## config.mk

```make
export PLATFORM = sky130hd
export DESIGN_NAME = id_ex_issue_flat
export DESIGN_NICKNAME = d
export VERILOG_FILES = /design/src/rtl/id_ex_issue_if.sv /design/src/rtl/id_ex_issue.sv /design/src/flat_wrapper.sv
export SDC_FILE = /design/constraint.sdc
export NUM_CORES = 1
export LEC_CHECK = 0
export ABC_AREA = 1
export CORE_MARGIN = 2
export CORE_UTILIZATION = 43
export CTS_BUF_LIST = sky130_fd_sc_hd__clkbuf_16
export DETAILED_ROUTE_END_ITERATION = 8
export PLACE_DENSITY_LB_ADDON = 0.05
export SKIP_LAST_GASP = 1
export SYNTH_ARGS = -nofsm -noshare
export SYNTH_HDL_FRONTEND = slang
export SYNTH_SLANG_ARGS = --single-unit
```

## constraint.sdc

```tcl
create_clock -name clk -period 5.9 [get_ports clk]
set_input_delay 0.885 -clock clk [delete_from_list [all_inputs] [get_ports clk]]
set_output_delay 0.885 -clock clk [all_outputs]
set_load 0.01 [all_outputs]
```

## src/rtl/id_ex_issue_if.sv

```systemverilog
// ----------------------------------------------------------------------------
// id_ex_issue_if
//   Bundles the decode/issue stage signals. The id_* group is the
//   fetch/regfile side, the ex_* group is the execute side (ALU stage).
//   Also holds the shared XLEN and ALU operation code definitions.
//
//   modport master : the issue stage (consumes id_*, produces ex_*)
//   modport slave  : the surroundings (produce id_*, consume ex_*)
// ----------------------------------------------------------------------------
`ifndef ID_EX_ISSUE_DEFINES
`define ID_EX_ISSUE_DEFINES
`define XLEN          32
`define ALU_OP_WIDTH  5
`define ALU_OP_NOP    5'd0
`define ALU_OP_ADD    5'd1
`define ALU_OP_SUB    5'd2
`define ALU_OP_SLL    5'd3
`define ALU_OP_SLT    5'd4
`define ALU_OP_SLTU   5'd5
`define ALU_OP_XOR    5'd6
`define ALU_OP_SRL    5'd7
`define ALU_OP_SRA    5'd8
`define ALU_OP_OR     5'd9
`define ALU_OP_AND    5'd10
`define ALU_OP_EQ     5'd11
`define ALU_OP_NE     5'd12
`define ALU_OP_LT     5'd13
`define ALU_OP_GE     5'd14
`define ALU_OP_LTU    5'd15
`define ALU_OP_GEU    5'd16
`endif

interface id_ex_issue_if;
    // Fetch / regfile side
    logic                     id_valid;
    logic                     id_ready;
    logic [31:0]              id_instr;
    logic [`XLEN-1:0]         id_pc;
    logic [4:0]               id_rs1_addr;
    logic [4:0]               id_rs2_addr;
    logic [`XLEN-1:0]         id_rs1_data;
    logic [`XLEN-1:0]         id_rs2_data;
    logic                     flush;
    // Execute side
    logic                     ex_valid;
    logic                     ex_ready;
    logic [`ALU_OP_WIDTH-1:0] ex_alu_op;
    logic [`XLEN-1:0]         ex_alu_src1;
    logic [`XLEN-1:0]         ex_alu_src2;
    logic [`XLEN-1:0]         ex_pc;
    logic [`XLEN-1:0]         ex_imm;
    logic [4:0]               ex_rd;
    logic                     ex_rd_we;
    logic                     ex_is_branch;
    logic                     ex_is_jump;
    logic                     ex_illegal;

    modport master (
        input  id_valid, id_instr, id_pc, id_rs1_data, id_rs2_data, flush, ex_ready,
        output id_ready, id_rs1_addr, id_rs2_addr,
        output ex_valid, ex_alu_op, ex_alu_src1, ex_alu_src2, ex_pc, ex_imm,
               ex_rd, ex_rd_we, ex_is_branch, ex_is_jump, ex_illegal
    );

    modport slave (
        output id_valid, id_instr, id_pc, id_rs1_data, id_rs2_data, flush, ex_ready,
        input  id_ready, id_rs1_addr, id_rs2_addr,
        input  ex_valid, ex_alu_op, ex_alu_src1, ex_alu_src2, ex_pc, ex_imm,
               ex_rd, ex_rd_we, ex_is_branch, ex_is_jump, ex_illegal
    );
endinterface

```

## src/rtl/id_ex_issue.sv

```systemverilog
// ----------------------------------------------------------------------------
// id_ex_issue
//   RV32I decode/issue stage. Decodes one instruction per id handshake into
//   ALU op/operands plus side info and holds it in a 1-entry ID/EX register
//   with valid/ready flow control and flush.
//
//   clk  : rising-edge clock
//   rst  : asynchronous, active-high reset
//   bus  : id_ex_issue_if.master
//          id_valid/id_ready handshake, id_instr, id_pc, regfile read
//          addresses (combinational from id_instr) and data, flush,
//          ex_valid/ex_ready handshake and the registered ex_* decode fields.
// ----------------------------------------------------------------------------
module id_ex_issue (
    input  logic          clk,
    input  logic          rst,
    id_ex_issue_if.master bus
);

    localparam logic [6:0] OPC_R      = 7'b0110011;
    localparam logic [6:0] OPC_I      = 7'b0010011;
    localparam logic [6:0] OPC_LUI    = 7'b0110111;
    localparam logic [6:0] OPC_AUIPC  = 7'b0010111;
    localparam logic [6:0] OPC_JAL    = 7'b1101111;
    localparam logic [6:0] OPC_JALR   = 7'b1100111;
    localparam logic [6:0] OPC_BRANCH = 7'b1100011;
    localparam logic [6:0] OPC_LOAD   = 7'b0000011;
    localparam logic [6:0] OPC_STORE  = 7'b0100011;

    typedef struct packed {
        logic [`ALU_OP_WIDTH-1:0] alu_op;
        logic [`XLEN-1:0]         src1;
        logic [`XLEN-1:0]         src2;
        logic [`XLEN-1:0]         pc;
        logic [`XLEN-1:0]         imm;
        logic [4:0]               rd;
        logic                     rd_we;
        logic                     is_branch;
        logic                     is_jump;
        logic                     illegal;
    } dec_t;

    // ---------------------------------------------------------------- fields
    logic [31:0] instr;
    logic [6:0]  opcode;
    logic [2:0]  f3;
    logic [6:0]  f7;
    logic [4:0]  rd_f;
    logic [31:0] imm_i, imm_s, imm_b, imm_u, imm_j;

    assign instr  = bus.id_instr;
    assign opcode = instr[6:0];
    assign rd_f   = instr[11:7];
    assign f3     = instr[14:12];
    assign f7     = instr[31:25];

    assign imm_i = {{20{instr[31]}}, instr[31:20]};
    assign imm_s = {{20{instr[31]}}, instr[31:25], instr[11:7]};
    assign imm_b = {{19{instr[31]}}, instr[31], instr[7], instr[30:25], instr[11:8], 1'b0};
    assign imm_u = {instr[31:12], 12'b0};
    assign imm_j = {{11{instr[31]}}, instr[31], instr[19:12], instr[20], instr[30:21], 1'b0};

    assign bus.id_rs1_addr = instr[19:15];
    assign bus.id_rs2_addr = instr[24:20];

    // Shared f3 map of R and I arithmetic; SUB only exists in the R form,
    // so an I-type immediate with bit 30 set still decodes as ADD.
    function automatic logic [`ALU_OP_WIDTH-1:0] arith_op(input logic [2:0] fn3,
                                                          input logic       alt,
                                                          input logic       allow_sub);
        case (fn3)
            3'b000:  arith_op = (alt && allow_sub) ? `ALU_OP_SUB : `ALU_OP_ADD;
            3'b001:  arith_op = `ALU_OP_SLL;
            3'b010:  arith_op = `ALU_OP_SLT;
            3'b011:  arith_op = `ALU_OP_SLTU;
            3'b100:  arith_op = `ALU_OP_XOR;
            3'b101:  arith_op = alt ? `ALU_OP_SRA : `ALU_OP_SRL;
            3'b110:  arith_op = `ALU_OP_OR;
            default: arith_op = `ALU_OP_AND;
        endcase
    endfunction

    // ---------------------------------------------------------------- decode
    dec_t dec;

    always_comb begin
        // NOTE: every field gets a default before the case so that no path
        // leaves a variable unassigned, which would otherwise infer a latch.
        dec        = '0;
        dec.alu_op = `ALU_OP_NOP;
        dec.pc     = bus.id_pc;

        case (opcode)
            OPC_R: begin
                dec.src1  = bus.id_rs1_data;
                dec.src2  = bus.id_rs2_data;
                dec.rd    = rd_f;
                dec.rd_we = 1'b1;
                if (f7 == 7'h00 || f7 == 7'h20) dec.alu_op  = arith_op(f3, f7[5], 1'b1);
                else                            dec.illegal = 1'b1;
            end
            OPC_I: begin
                dec.src1   = bus.id_rs1_data;
                // Shifts carry only the 5-bit shamt; bit 30 selects SRA.
                dec.src2   = (f3 == 3'b001 || f3 == 3'b101) ? {27'b0, instr[24:20]} : imm_i;
                dec.imm    = imm_i;
                dec.rd     = rd_f;
                dec.rd_we  = 1'b1;
                dec.alu_op = arith_op(f3, instr[30], 1'b0);
            end
            OPC_LUI, OPC_AUIPC: begin
                dec.src1   = (opcode == OPC_AUIPC) ? bus.id_pc : '0;
                dec.src2   = imm_u;
                dec.imm    = imm_u;
                dec.rd     = rd_f;
                dec.rd_we  = 1'b1;
                dec.alu_op = `ALU_OP_ADD;
            end
            OPC_JAL, OPC_JALR: begin
                // The ALU computes the link address pc+4; the target uses imm.
                dec.src1    = bus.id_pc;
                dec.src2    = 32'd4;
                dec.imm     = (opcode == OPC_JAL) ? imm_j : imm_i;
                dec.rd      = rd_f;
                dec.rd_we   = 1'b1;
                dec.is_jump = 1'b1;
                dec.alu_op  = `ALU_OP_ADD;
                if (opcode == OPC_JALR && f3 != 3'b000) dec.illegal = 1'b1;
            end
            OPC_BRANCH: begin
                dec.src1      = bus.id_rs1_data;
                dec.src2      = bus.id_rs2_data;
                dec.imm       = imm_b;
                dec.is_branch = 1'b1;
                case (f3)
                    3'b000:  dec.alu_op  = `ALU_OP_EQ;
                    3'b001:  dec.alu_op  = `ALU_OP_NE;
                    3'b100:  dec.alu_op  = `ALU_OP_LT;
                    3'b101:  dec.alu_op  = `ALU_OP_GE;
                    3'b110:  dec.alu_op  = `ALU_OP_LTU;
                    3'b111:  dec.alu_op  = `ALU_OP_GEU;
                    default: dec.illegal = 1'b1;
                endcase
            end
            OPC_LOAD: begin
                dec.src1   = bus.id_rs1_data;
                dec.src2   = imm_i;
                dec.imm    = imm_i;
                dec.rd     = rd_f;
                dec.rd_we  = 1'b1;
                dec.alu_op = `ALU_OP_ADD;
            end
            OPC_STORE: begin
                dec.src1   = bus.id_rs1_data;
                dec.src2   = imm_s;
                dec.imm    = imm_s;
                dec.alu_op = `ALU_OP_ADD;
            end
            default: dec.illegal = 1'b1;
        endcase

        // An undecodable word issues as a bubble that only carries the flag.
        if (dec.illegal) begin
            dec         = '0;
            dec.pc      = bus.id_pc;
            dec.alu_op  = `ALU_OP_NOP;
            dec.illegal = 1'b1;
        end

        // Writes to x0 are architecturally discarded.
        if (dec.rd == 5'd0) dec.rd_we = 1'b0;
    end

    // ------------------------------------------------------- ID/EX register
    dec_t ex_q;
    logic ex_valid_q;
    logic accept;

    assign bus.id_ready = !ex_valid_q || bus.ex_ready;
    assign accept       = bus.id_valid && bus.id_ready;

    always_ff @(posedge clk or posedge rst) begin
        // NOTE: sequential state uses non-blocking assignments so every
        // register samples pre-edge values regardless of statement order.
        if (rst) begin
            ex_valid_q  <= 1'b0;
            ex_q        <= '0;
            ex_q.alu_op <= `ALU_OP_NOP;
        end else if (bus.flush) begin
            // Flush wins over both the held entry and the incoming one.
            ex_valid_q  <= 1'b0;
            ex_q        <= '0;
            ex_q.alu_op <= `ALU_OP_NOP;
        end else if (accept) begin
            ex_valid_q <= 1'b1;
            ex_q       <= dec;
        end else if (ex_valid_q && bus.ex_ready) begin
            // Consumed with nothing behind it: drop valid, fields just hold.
            ex_valid_q <= 1'b0;
        end
    end

    assign bus.ex_valid     = ex_valid_q;
    assign bus.ex_alu_op    = ex_q.alu_op;
    assign bus.ex_alu_src1  = ex_q.src1;
    assign bus.ex_alu_src2  = ex_q.src2;
    assign bus.ex_pc        = ex_q.pc;
    assign bus.ex_imm       = ex_q.imm;
    assign bus.ex_rd        = ex_q.rd;
    assign bus.ex_rd_we     = ex_q.rd_we;
    assign bus.ex_is_branch = ex_q.is_branch;
    assign bus.ex_is_jump   = ex_q.is_jump;
    assign bus.ex_illegal   = ex_q.illegal;

endmodule

```

## src/flat_wrapper.sv

```systemverilog
// flat-port wrapper written by rule: the top's interface ports become plain ports
module id_ex_issue_flat 
  (clk, rst, bus_id_valid, bus_id_instr, bus_id_pc, bus_id_rs1_data, bus_id_rs2_data, bus_flush, bus_ex_ready, bus_id_ready, bus_id_rs1_addr, bus_id_rs2_addr, bus_ex_valid, bus_ex_alu_op, bus_ex_alu_src1, bus_ex_alu_src2, bus_ex_pc, bus_ex_imm, bus_ex_rd, bus_ex_rd_we, bus_ex_is_branch, bus_ex_is_jump, bus_ex_illegal);
  id_ex_issue_if bus_i ();
  input  logic clk;
  input  logic rst;
  input wire logic [$bits(bus_i.id_valid)-1:0] bus_id_valid;
  input wire logic [$bits(bus_i.id_instr)-1:0] bus_id_instr;
  input wire logic [$bits(bus_i.id_pc)-1:0] bus_id_pc;
  input wire logic [$bits(bus_i.id_rs1_data)-1:0] bus_id_rs1_data;
  input wire logic [$bits(bus_i.id_rs2_data)-1:0] bus_id_rs2_data;
  input wire logic [$bits(bus_i.flush)-1:0] bus_flush;
  input wire logic [$bits(bus_i.ex_ready)-1:0] bus_ex_ready;
  output wire logic [$bits(bus_i.id_ready)-1:0] bus_id_ready;
  output wire logic [$bits(bus_i.id_rs1_addr)-1:0] bus_id_rs1_addr;
  output wire logic [$bits(bus_i.id_rs2_addr)-1:0] bus_id_rs2_addr;
  output wire logic [$bits(bus_i.ex_valid)-1:0] bus_ex_valid;
  output wire logic [$bits(bus_i.ex_alu_op)-1:0] bus_ex_alu_op;
  output wire logic [$bits(bus_i.ex_alu_src1)-1:0] bus_ex_alu_src1;
  output wire logic [$bits(bus_i.ex_alu_src2)-1:0] bus_ex_alu_src2;
  output wire logic [$bits(bus_i.ex_pc)-1:0] bus_ex_pc;
  output wire logic [$bits(bus_i.ex_imm)-1:0] bus_ex_imm;
  output wire logic [$bits(bus_i.ex_rd)-1:0] bus_ex_rd;
  output wire logic [$bits(bus_i.ex_rd_we)-1:0] bus_ex_rd_we;
  output wire logic [$bits(bus_i.ex_is_branch)-1:0] bus_ex_is_branch;
  output wire logic [$bits(bus_i.ex_is_jump)-1:0] bus_ex_is_jump;
  output wire logic [$bits(bus_i.ex_illegal)-1:0] bus_ex_illegal;
  assign bus_i.id_valid = bus_id_valid;
  assign bus_i.id_instr = bus_id_instr;
  assign bus_i.id_pc = bus_id_pc;
  assign bus_i.id_rs1_data = bus_id_rs1_data;
  assign bus_i.id_rs2_data = bus_id_rs2_data;
  assign bus_i.flush = bus_flush;
  assign bus_i.ex_ready = bus_ex_ready;
  assign bus_id_ready = bus_i.id_ready;
  assign bus_id_rs1_addr = bus_i.id_rs1_addr;
  assign bus_id_rs2_addr = bus_i.id_rs2_addr;
  assign bus_ex_valid = bus_i.ex_valid;
  assign bus_ex_alu_op = bus_i.ex_alu_op;
  assign bus_ex_alu_src1 = bus_i.ex_alu_src1;
  assign bus_ex_alu_src2 = bus_i.ex_alu_src2;
  assign bus_ex_pc = bus_i.ex_pc;
  assign bus_ex_imm = bus_i.ex_imm;
  assign bus_ex_rd = bus_i.ex_rd;
  assign bus_ex_rd_we = bus_i.ex_rd_we;
  assign bus_ex_is_branch = bus_i.ex_is_branch;
  assign bus_ex_is_jump = bus_i.ex_is_jump;
  assign bus_ex_illegal = bus_i.ex_illegal;
  id_ex_issue u_core (.clk(clk), .rst(rst), .bus(bus_i));
endmodule
```

==> reports/qor.yml <==
yosys:
  async_reset_ff_frac: 1.00
  synth_simple_gate_area_frac: 0.229
  synth_enable_flop_cells: 0
  yosys.area.top_type_share: 0.531
  synthTopCellsByArea: "dfrtp_1, nand2_1, nand3_1"
  synthCells: 800
  synth_top_family_by_area: "simple AND/OR/NAND/NOR gates"
  ys_types: 26
  synth_most_common_cell: "nand2_1"
  synth_seq_cells: 143
  synth_nets: 933
  synth_ff_type: "dfrtp_1"
  synth_adder_area_share: 0
  synth_largest_area_cell: "dfrtp_1"
  synth-warning-count: 0
  synth_compound_area_frac: 0.166
  synthMuxAreaShare: 0
  seq_area_frac_synth: 0.531
  syn_area_mm2: 0.00674
  avgSynthCellArea_um2: 8.42
  netlist_top_cells_count: "nand2_1, dfrtp_1, nand3_1"
  synth_xor_area_frac: 0
clocking:
  root_buffer: "clkbuf_16"
  htreeDepth: 4
  postCtsSetupBuffers: 0
  numCtsBuffers: 17
  insertion_delay_ns: 0.42
  cts.path.max_buffers: 2
  holdBufCountCts: 0
  cts.clk_slew.worst_paths_ns: 0.06
  clock_sinks: 143
  ctsResizeCount: 0
  cts_tree: "done"
routing:
  top_layer_used: "met4"
  first_iter_violations: 491
  wl_mm: 22.4
  vias: 6759
  drcViolationCount: 0
  wl_per_cell_um: 17.5
  wl_met2_mm: 10.6
  first_pass_iters: 5
  antenna_left: 0
  avgViaCountPerCell: 5.28
  dr_wl_met3_mm: 1.99
  routedLengthMet1_mm: 9.27
cells_and_area:
  syn2layout_area_growth_pct: 51.7
  drive_gt1_frac: 0.0514
  nets: 1189
  stdcell_count: 1281
outcome:
  outcome: "finished, final reports clean"
timing:
  hold_viol_final: 0
  fin_tns_setup_ns: 0
  layout_min_cycle_time_ns: 3.59
  holdWs_ns: 0.478
  rsz0062_at_grt: "false"
  worst_clock_skew_ns: 0.00685
  slew_viol_final: 0
  setup_viol: 0
  period_share: 0.608
  fmax_ghz: 0.279
  slew_headroom: 0.278
  worstMarginPinSlew_ns: 1.08
power:
  ir_worst_vdd_v: 0.000200
  leakagePower_nw: 4.60
  finalPower_mw: 2.31
  powerDensity_mw_per_mm2: 226
placement:
  hpwl_mm: 15.6
  place.gp.congestion: 0.853
  placedCellCount: 1248
  port_buffers: 286
hold_path:
  worstHoldPathType: "reg -> reg"
grt:
  grt_pass1_vias: 6546
  grt_use_total: 0.271
  grt_overflow: 0
  grt_antenna_before_repair: 1
  grt_pass1_wl_mm: 35.1
  grt_max_degree: 105
critical_path:
  critPathMaxFanout: 77
  worstPathArrival_ns: 3.92
  startpoint_type: "primary input"
  cp-end-kind: "register"
  crit_required_ns: 6.24
  critPathKind: "in -> reg"
floorplanning:
  dieWidth_um: 129
  ios: 287
  dieArea_mm2: 0.0167
  core.rowCount: 45
  initial_utilization: 0.442
  die-height_um: 129
  design.core.area_mm2: 0.0153
flow_run:
  drv_cap: 0
-- sequential cells by signal, summed over array words and instances, names as in the netlist --
register	flops
u_core.bus.ex_illegal	1
u_core.bus.ex_imm	32
u_core.bus.ex_alu_src1	32
u_core.bus.ex_rd	5
u_core.bus.ex_alu_op	5
u_core.bus.ex_is_branch	1
u_core.bus.ex_valid	1
u_core.bus.ex_is_jump	1
u_core.bus.ex_alu_src2	32
u_core.bus.ex_rd_we	1
u_core.bus.ex_pc	32
-- worst paths after layout --
check | from | to | slack [ns] | cells after the start
setup / recovery | bus_id_instr[1] | u_core.bus.ex_imm[10] | 2.31 | 12
hold / removal | u_core.bus.ex_rd_we | u_core.bus.ex_rd_we | 0.48 | 2
setup reg to reg | u_core.bus.ex_valid | u_core.bus.ex_imm[10] | 3.27 | 9
hold reg to reg | u_core.bus.ex_rd_we | u_core.bus.ex_rd_we | 0.48 | 2
max in group asynchronous | rst | u_core.bus.ex_alu_src1[1] | 3.65 | 3
min in group asynchronous | rst | u_core.bus.ex_imm[29] | 1.02 | 2
-- stage by stage --
step | area [um2] | setup slack [ns] | util
floorplan | 6740 | 1.18 | -
finish | 10200 | 2.31 | 0.670
detailed placement | 9650 | 1.93 | 0.632
global placement | 9650 | 2.03 | 0.632
global route | 10200 | 1.98 | 0.670
CTS | 10200 | 2.35 | 0.670
-- report_power, final --
part | internal [mW] | switching [mW] | leakage, nW
Clock | 0.618 | 0.425 | 0.263
Combinational | 0.132 | 0.127 | 2.36
Sequential | 0.996 | 0.00771 | 1.98
Total | 1.75 | 0.559 | 4.60
-- area by class of cell --
class                      instances  area, um2
clock inverter                    15        145
timing repair buffer             295       2930
tap                              211        264
sequential                       143       3580
clock buffer                      17        425
inverter                          54        210
fill                            1310       5040
multi-input combinational        545       2660
antenna                            1       2.50
-- kinds of logic after synthesis --
logic type,count (synthesis)
and+or+nand+nor,360
AOI/OAI and AO/OA,185
DFF,143
buffers and inverters,112
-- placed cells by master, fill, tap and decap left out, types with 7 or more instances in the layout --
master / count
nand3_1: 102
nor3_1: 7
a21oi_1: 39
a22o_1: 32
clkdlybuf4s50_1: 286
o22ai_1: 7
inv_1: 46
nor2_1: 48
dfrtp_1: 143
o21ai_1: 69
o21ai_0: 14
a211oi_1: 21
clkbuf_16: 17
buf_4: 9
nand3b_1: 8
nand2_1: 185
-- critical path: stages --
cell and delay (ns):
clkdlybuf4s50_1 0.46, nand2_1 0.12, nor2_1 0.23, nand2_1 0.51, nand2_1 0.21, nor2_1 0.06, nand2_1 0.07, nand2_2 0.09
nor2_4 0.10, buf_4 0.61, nand2_1 0.30, o21ai_1 0.22
-- per-layer routing --
layer / vias to the layer above / GRT usage
met5: - / 0
met3: 27 / 0.0727
li1: 3222 / -
met1: 3234 / 0.352
met2: 276 / 0.436
met4: 0 / 0.102
(Power assumes the default switching activity.)
